[config.mk]
export PLATFORM = sky130hd
export DESIGN_NAME = word_join
export DESIGN_NICKNAME = d
export VERILOG_FILES = /design/src/rtl/word_link_pkg.sv /design/src/rtl/word_hold_reg.sv /design/src/rtl/word_join.sv
export SDC_FILE = /design/constraint.sdc
export NUM_CORES = 1
export LEC_CHECK = 0
export CAP_MARGIN = 30
export CORE_UTILIZATION = 60
export CTS_BUF_LIST = sky130_fd_sc_hd__clkbuf_2
export CTS_CLUSTER_DIAMETER = 150
export DETAILED_ROUTE_END_ITERATION = 8
export GPL_TIMING_DRIVEN = 0
export HOLD_SLACK_MARGIN = 0.1
export PLACE_DENSITY_LB_ADDON = 0.15
export SETUP_SLACK_MARGIN = 0.02
export SYNTH_ARGS = -nofsm -noshare
export SYNTH_HDL_FRONTEND = slang
export SYNTH_SLANG_ARGS = --single-unit
[constraint.sdc]
create_clock -name clock -period 6.4 [get_ports clock]
set_input_delay 0.96 -clock clock [delete_from_list [all_inputs] [get_ports clock]]
set_output_delay 0.96 -clock clock [all_outputs]
set_load 0.02 [all_outputs]
[src/rtl/word_link_pkg.sv]
// Shared definitions for the byte-serial word link (word breaker / word joiner).
// Byte order on the link is MSB lane first: byte k of a word occupies bits [OUT-1-k*IN -: IN].
package word_link_pkg;

  localparam int WORD_IN_SIZE_DEF  = 8;
  localparam int WORD_OUT_SIZE_DEF = 32;

  function automatic int lanes_f(input int out_w, input int in_w);
    return out_w / in_w;
  endfunction

endpackage

[src/rtl/word_hold_reg.sv]
// Single-entry output holding register with valid/ready; usable as a 1-entry skid.
// The parent loads it only when the slot is free (empty, or being drained this cycle).
module word_hold_reg #(
  parameter int DATA_W = 32,
  parameter int CNT_W  = 3
) (
  input  logic              clock,
  input  logic              reset,
  input  logic              load,
  input  logic [DATA_W-1:0] data,
  input  logic [CNT_W-1:0]  bytes,
  input  logic              out_ready,
  output logic [DATA_W-1:0] word_out,
  output logic [CNT_W-1:0]  out_bytes,
  output logic              out_valid
);

  always_ff @(posedge clock or posedge reset) begin
    if (reset) begin
      out_valid <= 1'b0;
      word_out  <= '0;
      out_bytes <= '0;
    end else if (load) begin
      out_valid <= 1'b1;
      word_out  <= data;
      out_bytes <= bytes;
    end else if (out_valid && out_ready) begin
      out_valid <= 1'b0;
    end
  end

  // A load while the consumer is stalling would change a word it has not yet taken.
  always_ff @(posedge clock) begin
    if (!reset) begin
      assert (!(out_valid && !out_ready && load))
        else $error("word_hold_reg: output changed while stalled");
      assert (!out_valid || out_bytes != '0)
        else $error("word_hold_reg: valid word with zero lanes");
    end
  end

endmodule

[src/rtl/word_join.sv]
// Packs a stream of WORD_IN_SIZE-bit bytes into WORD_OUT_SIZE-bit words, MSB lane first,
// with flush for partial words, one parking slot in the assembly register and an output holding register.
module word_join
  import word_link_pkg::*;
#(
  parameter int WORD_IN_SIZE  = WORD_IN_SIZE_DEF,
  parameter int WORD_OUT_SIZE = WORD_OUT_SIZE_DEF,
  localparam int LANES = lanes_f(WORD_OUT_SIZE, WORD_IN_SIZE),
  localparam int CW    = (LANES > 1) ? $clog2(LANES) : 1
) (
  input  logic                     clock,
  input  logic                     reset,
  input  logic [WORD_IN_SIZE-1:0]  data_in,
  input  logic                     in_valid,
  output logic                     in_ready,
  input  logic                     flush,
  output logic [WORD_OUT_SIZE-1:0] word_out,
  output logic [CW:0]              out_bytes,
  output logic                     out_valid,
  input  logic                     out_ready,
  output logic [CW-1:0]            fill_cnt
);

  if ((WORD_OUT_SIZE % WORD_IN_SIZE) != 0 || LANES < 2) begin : g_param_check
    $error("word_join: WORD_OUT_SIZE must be an integer multiple >= 2 of WORD_IN_SIZE");
  end

  logic [WORD_OUT_SIZE-1:0] asm_data;
  logic [WORD_OUT_SIZE-1:0] word;
  logic [WORD_OUT_SIZE-1:0] load_data;
  logic [CW:0]              asm_bytes;
  logic [CW:0]              count;
  logic [CW:0]              load_bytes;
  logic                     asm_full;
  logic                     accept;
  logic                     complete;
  logic                     slot_free;
  logic                     from_pending;
  logic                     load;

  assign in_ready     = !asm_full;
  assign accept       = in_valid && !asm_full;
  assign count        = {1'b0, fill_cnt} + {{CW{1'b0}}, accept};
  assign complete     = (accept && fill_cnt == CW'(LANES - 1))
                     || (flush && !asm_full && (fill_cnt != '0 || accept));
  assign slot_free    = !out_valid || out_ready;
  assign from_pending = asm_full && out_valid && out_ready;
  assign load         = from_pending || (complete && slot_free);
  assign load_data    = from_pending ? asm_data : word;
  assign load_bytes   = from_pending ? asm_bytes : count;

  // Lanes beyond the fill point are forced to zero, so a flushed word is zero-padded
  // and stale assembly contents never leak out.
  always_comb begin
    word = '0;
    for (int i = 0; i < LANES; i++) begin
      if (i < int'(fill_cnt))
        word[WORD_OUT_SIZE-1-i*WORD_IN_SIZE -: WORD_IN_SIZE] =
          asm_data[WORD_OUT_SIZE-1-i*WORD_IN_SIZE -: WORD_IN_SIZE];
      else if (accept && i == int'(fill_cnt))
        word[WORD_OUT_SIZE-1-i*WORD_IN_SIZE -: WORD_IN_SIZE] = data_in;
    end
  end

  always_ff @(posedge clock or posedge reset) begin
    if (reset) begin
      fill_cnt  <= '0;
      asm_full  <= 1'b0;
      asm_bytes <= '0;
    end else begin
      if (complete)
        fill_cnt <= '0;
      else if (accept)
        fill_cnt <= fill_cnt + CW'(1);
      if (from_pending) begin
        asm_full <= 1'b0;
      end else if (complete && !slot_free) begin
        asm_full  <= 1'b1;
        asm_bytes <= count;
      end
    end
  end

  // Assembly lanes hold either the partial word or, when asm_full, the parked word.
  always_ff @(posedge clock) begin
    if (accept || complete)
      asm_data <= word;
  end

  always_ff @(posedge clock) begin
    if (!reset)
      assert (!(asm_full && in_valid && in_ready))
        else $error("word_join: byte accepted while a word is parked");
  end

  word_hold_reg #(
    .DATA_W(WORD_OUT_SIZE),
    .CNT_W (CW + 1)
  ) u_hold (
    .clock    (clock),
    .reset    (reset),
    .load     (load),
    .data     (load_data),
    .bytes    (load_bytes),
    .out_ready(out_ready),
    .word_out (word_out),
    .out_bytes(out_bytes),
    .out_valid(out_valid)
  );

endmodule
Word level (Yosys, flattened, before mapping)
Cells that the tools add are included.
W data, S select, Z words.
- output and inout bits: 39
- bits in writable memories: 0
- memories kept: 0
- bits in registers: 74
- bits in latches: 0
- ROM bits: 0
- input port bits: 13
- add/subtract/negate cells: 2
- shifts and indexed selects: 0
- bitwise logic cells: 1
- order comparisons: 3
- divide/modulo/power cells: 0
- reductions and logical operators: 27
- equality and inequality tests: 4
- multiply operators: 0
- muxes and demuxes: 15
- operator list (kind ; number):
    $mux W8 ; 7
    $mux W32 ; 1
    $logic_and A1 B1 Y1 ; 13
    $reduce_bool A2 Y1 ; 4
    $logic_or A1 B1 Y1 ; 5
    $eq A2 B2 Y1 const A ; 2
    $lt A1 B2 Y1 const A ; 2
    $mux W1 ; 4
    $mux W2 ; 2
    $add A2 B1 Y3 ; 1
    $logic_not A1 Y1 ; 3
    $mux W3 ; 1
    $add A2 B1 Y2 const B ; 1
    $eq A1 B2 Y1 const A ; 1
    $eq A2 B2 Y1 const B ; 1
    $logic_not A2 Y1 ; 1
    $lt A2 B2 Y1 const A ; 1
    $reduce_and A2 Y1 ; 1
    $not A1 Y1 ; 1

Longest topological paths before layout
- word-level depth: 8
- mapped depth: 9
- depth with buffers taken out: 6

Hierarchy
Synthesis repeated with hierarchy kept, for this count alone.
- cell total of the unflattened synthesis: 251
- area total of the unflattened synthesis: 3579.7 um2
- by module, submodules not included (module ; cells each ; area an instance (um2) ; times used ; sequential area each (um2)):
    word_join ; 173 ; 2089.5 ; 1 ; 1111.1
    word_hold_reg ; 78 ; 1490.2 ; 1 ; 900.9

Worst setup path after synthesis
OpenSTA, ideal clock, no wires.
- path kind: register -> register
- from: register fill_cnt[1]
- to: register asm_data[0], enable pin
- data required time: 6.013 ns
- setup time: 0.387 ns
- stages on the path, launching flop included: 8
- clock period less this slack: 2.414 ns
- arrival: 2.027 ns
- slack: 3.986 ns
- path through: dfrtp_1 -> buf_2 -> inv_1 -> ha_1 -> buf_2 -> nor2b_1 -> o21ai_0 -> inv_1
- word-level cells in the longest chain between the ends: 5
- elaborated cells between the ends (all ways): 7
- those cells by class: 1 x eq/ne; 6 x reduce/logical
- RTL lines (what ; line ; source):
    from (decl) ; word_join.sv:21 ; output logic [CW-1:0] fill_cnt
    from (signal assigned) ; word_join.sv:74 ; fill_cnt <= fill_cnt + CW'(1);
    $reduce_bool A2 Y1 ; word_join.sv:45 ; || (flush && !asm_full && (fill_cnt != '0 || accept));
    $logic_or A1 B1 Y1 ; word_join.sv:45 ;
    $logic_and A1 B1 Y1 ; word_join.sv:45 ;
    $logic_or A1 B1 Y1 * ; word_join.sv:45 ;
    $logic_or A1 B1 Y1 * ; word_join.sv:86 ; if (accept || complete)
    to (signal assigned) ; word_join.sv:87 ; asm_data <= word;
    to (decl) ; word_join.sv:28 ; logic [WORD_OUT_SIZE-1:0] asm_data;
Every way passes the cells marked *; elsewhere a longest branch is shown, timed or not.
A chain may end at the register's enable or synchronous reset.

Worst setup path after layout
- from: register asm_full
- to: output in_ready
- word-level cells in the longest chain between the ends: 1
- RTL lines (what ; line ; source):
    from (decl) ; word_join.sv:34 ; logic asm_full;
    from (signal assigned) ; word_join.sv:68 ; asm_full <= 1'b0;
    from (signal assigned) ; word_join.sv:76 ; asm_full <= 1'b0;
    from (signal assigned) ; word_join.sv:78 ; asm_full <= 1'b1;
    $logic_not A1 Y1 ; word_join.sv:41 ; assign in_ready = !asm_full;
    to (decl) ; word_join.sv:15 ; output logic in_ready,
Every way passes these cells.

==> out/metrics.sh <==
MAPPED_NETS=338
MAIN_COMBINATIONAL_CELL_FAMILY_BY_AREA_AFTER_SYNTHESIS='compound AO/OA/AOI/OAI gates'
FINCLKSKEW_PS=18.0
DESIGN.PORTCOUNT=52
MAXSLEWHEADROOM=0.516
GLOBAL_ROUTE_WIRE_LENGTH_BEFORE_REPAIR_UM=14200
YS_WARN_COUNT=0
NUMCTSBUFFERS=9
INITIAL_ANTENNA_VIOLATION_COUNT=0
RSZ0062_AT_GRT='no'
FINISH.NET_COUNT=402
INITIAL_CORE_UTIL=0.631
OUTCOME='completed'
CLKTRANSATPATHREGS_PS=190
CLOCKROOTBUFFER='sky130_fd_sc_hd__clkbuf_2'
POST_CTS_RESIZE_COUNT=0
HOLD_VIOL=0
IR_DROP_mV=0.284
POST-ROUTE-PERIOD-UTIL=0.528
SYNTH.TOP_CELL.AREA_SHARE=0.299
SYNTHESIZED_AREA_FRACTION_OCCUPIED_BY_XOR_AND_XNOR_CELLS=0
WORST_SETUP_PATH_END_KIND='output pin'
CTSHTREEMAXLEVEL=3
YOSYS.CELL_TYPES.COUNT=34
DRCVIOLATIONCOUNT=0
SYNTH.AREA.TOP_CELLS='sky130_fd_sc_hd__dfrtp_1 (30%), sky130_fd_sc_hd__edfxtp_1 (27%), sky130_fd_sc_hd__a221o_1 (6.5%), sky130_fd_sc_hd__nor2b_1 (4.1%), sky130_fd_sc_hd__nor2_1 (3.6%)'
POSTCTSSETUPREPAIRBUFS=0
CP_DATA_REQUIRED_TIME_PS=5440
WORST_SKEW_PAIR.LATE_LATENCY_PS=550
DR.FIRST_ITER.DRC_COUNT=223
ACHIEVABLE-FREQUENCY_GHz=0.296
MAPPEDNETLISTAREA_MM2=0.00352
POST_SYNTH_FA_HA_MAJ_AREA_FRACTION=0.0249
CLKSINKCOUNT=74
CTS_HOLD_REPAIR.BUFFERS=0
P_PER_AREA_mW_PER_MM2=505
DETAIL_ROUTE.VIAS_PER_CELL=6.26
DETAILEDPLACEMENTHPWL_UM=6120
SYNTH.AREA.MUX_SHARE=0.00961
GRT_OVERFLOW_TOTAL=0
GRT_START_MAX_NET_PINS=29
ANTENNA-DIODE-COUNT=0
MULTI_INPUT_COMB_AREA_MM2=0.00132
TIGHTESTPINTRANSITION_PS=725
DIE_H_UM=78.6
TIMING.MAX_CAP.VIOLATIONS=0
FINALSETUPVIOLATIONS=0
FINALWIRELENGTH_UM=8880
SEQCELLAREA_MM2=0.00201
DRT-WIRELENGTH-PER-CELL_UM=19.4
AREAGROWTHSYNTHTOFINISH_PCT=20.8
SYNTH_TOP_CELL_BY_AREA='sky130_fd_sc_hd__dfrtp_1'
TRITONCTS='yes'
TIMING.SETUP.TNS_PS=0
DRIVE_GT1_FRAC=0.127
LAYOUT.FILLER_CELLS=399
CELLS_AFTER_SYNTH=318
PATH_MAX_FANOUT=10
HOLDCRITPATHCLASS='flip-flop to flip-flop'
ANTENNA_VIOLATING_NETS_POST_ROUTE=0
GROUTE.USAGE.OVERALL=0.314
DIE_WIDTH_UM=78.6
SYN-MEAN-INSTANCE-AREA_UM2=11.1
SYNTH_SEQ_AREA_SHARE=0.572
YS_FF_LATCH=74
CLOCK_PATH_BUFFERS=2
CRITICALPATHCATEGORY='flip-flop to output pin'
PERIOD_MINUS_SLACK_PS=3380
SYNTHESIZED_AREA_FRACTION_OCCUPIED_BY_AO_OA_AOI_AND_OAI_CELLS=0.210
PLACEMENT.IO_BUFFERS=51
DRT-PASS1-ITER-COUNT=5
ROUTE.VIAS.TOTAL=2873
FIRST_GLOBAL_VIAS=2865
P_LEAK_uW=0.00174
TIMING.FINAL.MAX_SLEW_VIOLATIONS=0
CRITICAL_PATH_SOURCE_TYPE='flip-flop'
COREAREA_MM2=0.00557
GP_CONGESTION=0.851
PLACEMENT_ROWS=27
DESIGN_POWER_TOTAL_uW=2140
POST_SYNTHESIS_SIMPLE_GATE_AREA_FRACTION=0.132
FLOORPLAN.DIE_AREA_MM2=0.00617
CRIT_ARRIVAL_PS=2420
critical path: stages, from the launching register on:
cell and delay [ps]:
sky130_fd_sc_hd__dfrtp_1 540, sky130_fd_sc_hd__inv_2 190, sky130_fd_sc_hd__buf_2 250, sky130_fd_sc_hd__buf_2 270, sky130_fd_sc_hd__clkdlybuf4s50_1 640
state kept, by name (all words and copies together), names as in the netlist:
name	count
u_hold.word_out	32
asm_data	32
asm_full	1
u_hold.out_valid	1
asm_bytes	3
u_hold.out_bytes	3
fill_cnt	2
path summary, 6_finish.rpt:
path	from	end	slack, ps	cells past startpoint
hold / removal	u_hold.out_bytes[2]	u_hold.out_bytes[2]	530	2
setup / recovery	asm_full	in_ready	3020	4
setup reg to reg	fill_cnt[1]	asm_data[18]	3740	8
max in group asynchronous	reset	u_hold.word_out[20]	5250	3
min in group asynchronous	reset	u_hold.word_out[16]	660	2
hold reg to reg	u_hold.out_bytes[2]	u_hold.out_bytes[2]	530	2
final cells by class:
class | instances | area share
tap | 72 | 0.0212
clock inverter | 6 | 0.00795
timing repair buffer | 53 | 0.131
buffer | 22 | 0.0280
clock buffer | 10 | 0.0118
inverter | 17 | 0.0150
multi-input combinational | 205 | 0.311
sequential | 74 | 0.473
cells by family (layout without fill, tap and decap cells):
| family | after synthesis | count (layout) |
|---|---|---|
| buffers and inverters | 39 | 108 |
| AOI/OAI and AO/OA | 99 | 99 |
| and+or+nand+nor | 96 | 96 |
| adders and majority gates | 7 | 7 |
| muxes | 3 | 3 |
| DFF | 74 | 74 |
metal layers:
| layer | vias to the layer above | part of all wire | wire [µm] | GRT usage |
|---|---|---|---|---|
| li1 | 1305 | - | - | - |
| met1 | 1405 | 0.42 | 3760 | 0.406 |
| met2 | 141 | 0.49 | 4310 | 0.509 |
| met3 | 22 | 0.062 | 554 | 0.0477 |
| met4 | 0 | 0.029 | 257 | 0.169 |
| met5 | - | 0 | 0 | 0 |
Yosys cell counts:
library cell               number
sky130_fd_sc_hd__a21o_2         1
sky130_fd_sc_hd__a21oi_1       25
sky130_fd_sc_hd__a21oi_2        1
sky130_fd_sc_hd__a221o_1       23
sky130_fd_sc_hd__a22o_1         8
sky130_fd_sc_hd__a31oi_1        1
sky130_fd_sc_hd__and2_1         1
sky130_fd_sc_hd__and3_4         1
sky130_fd_sc_hd__and4_1         1
sky130_fd_sc_hd__buf_1          2
sky130_fd_sc_hd__buf_2         11
sky130_fd_sc_hd__buf_6          3
sky130_fd_sc_hd__clkbuf_1       6
sky130_fd_sc_hd__dfrtp_1       42
sky130_fd_sc_hd__edfxtp_1      32
sky130_fd_sc_hd__ha_1           7
sky130_fd_sc_hd__inv_1         16
sky130_fd_sc_hd__inv_2          1
sky130_fd_sc_hd__mux2_2         3
sky130_fd_sc_hd__nand2_1       24
sky130_fd_sc_hd__nand2b_1       2
sky130_fd_sc_hd__nand2b_2       1
sky130_fd_sc_hd__nand3_1        3
sky130_fd_sc_hd__nand4_1        1
sky130_fd_sc_hd__nor2_1        34
sky130_fd_sc_hd__nor2b_1       23
sky130_fd_sc_hd__nor2b_2        1
sky130_fd_sc_hd__nor3_1         2
sky130_fd_sc_hd__o21ai_0       10
sky130_fd_sc_hd__o221a_2        8
sky130_fd_sc_hd__o22ai_1       14
sky130_fd_sc_hd__o31ai_1        8
sky130_fd_sc_hd__or2_1          1
sky130_fd_sc_hd__or2_4          1
through the flow:
step / hold slack [ps] / cells / setup slack [ps] / instance area (µm²) / utilization
global route: 507 / 459 / 2940 / 4250 / 0.762
detailed placement: 480 / 443 / 3580 / 4170 / 0.747
CTS: 528 / 459 / 3020 / 4250 / 0.762
floorplan: 456 / 318 / 3990 / 3520 / -
global placement: 472 / 441 / 3330 / 4120 / 0.739
finish: 528 / 459 / 3020 / 4250 / 0.762
where the power goes:
group / internal, µW / switching [µW]
clock network: 49.4 / 168
registers: 721 / 129
logic: 471 / 605
total: 1240 / 902
cells in the final DEF (no fill, tap or decap), types with 11 or more instances in the layout:
cell type	count
sky130_fd_sc_hd__a21oi_1	25
sky130_fd_sc_hd__dfrtp_1	42
sky130_fd_sc_hd__buf_2	11
sky130_fd_sc_hd__nor2b_1	23
sky130_fd_sc_hd__nand2_1	24
sky130_fd_sc_hd__a221o_1	23
sky130_fd_sc_hd__edfxtp_1	32
sky130_fd_sc_hd__nor2_1	34
sky130_fd_sc_hd__clkdlybuf4s50_1	51
sky130_fd_sc_hd__o22ai_1	14
sky130_fd_sc_hd__inv_1	15
(Power assumes the default switching activity.)
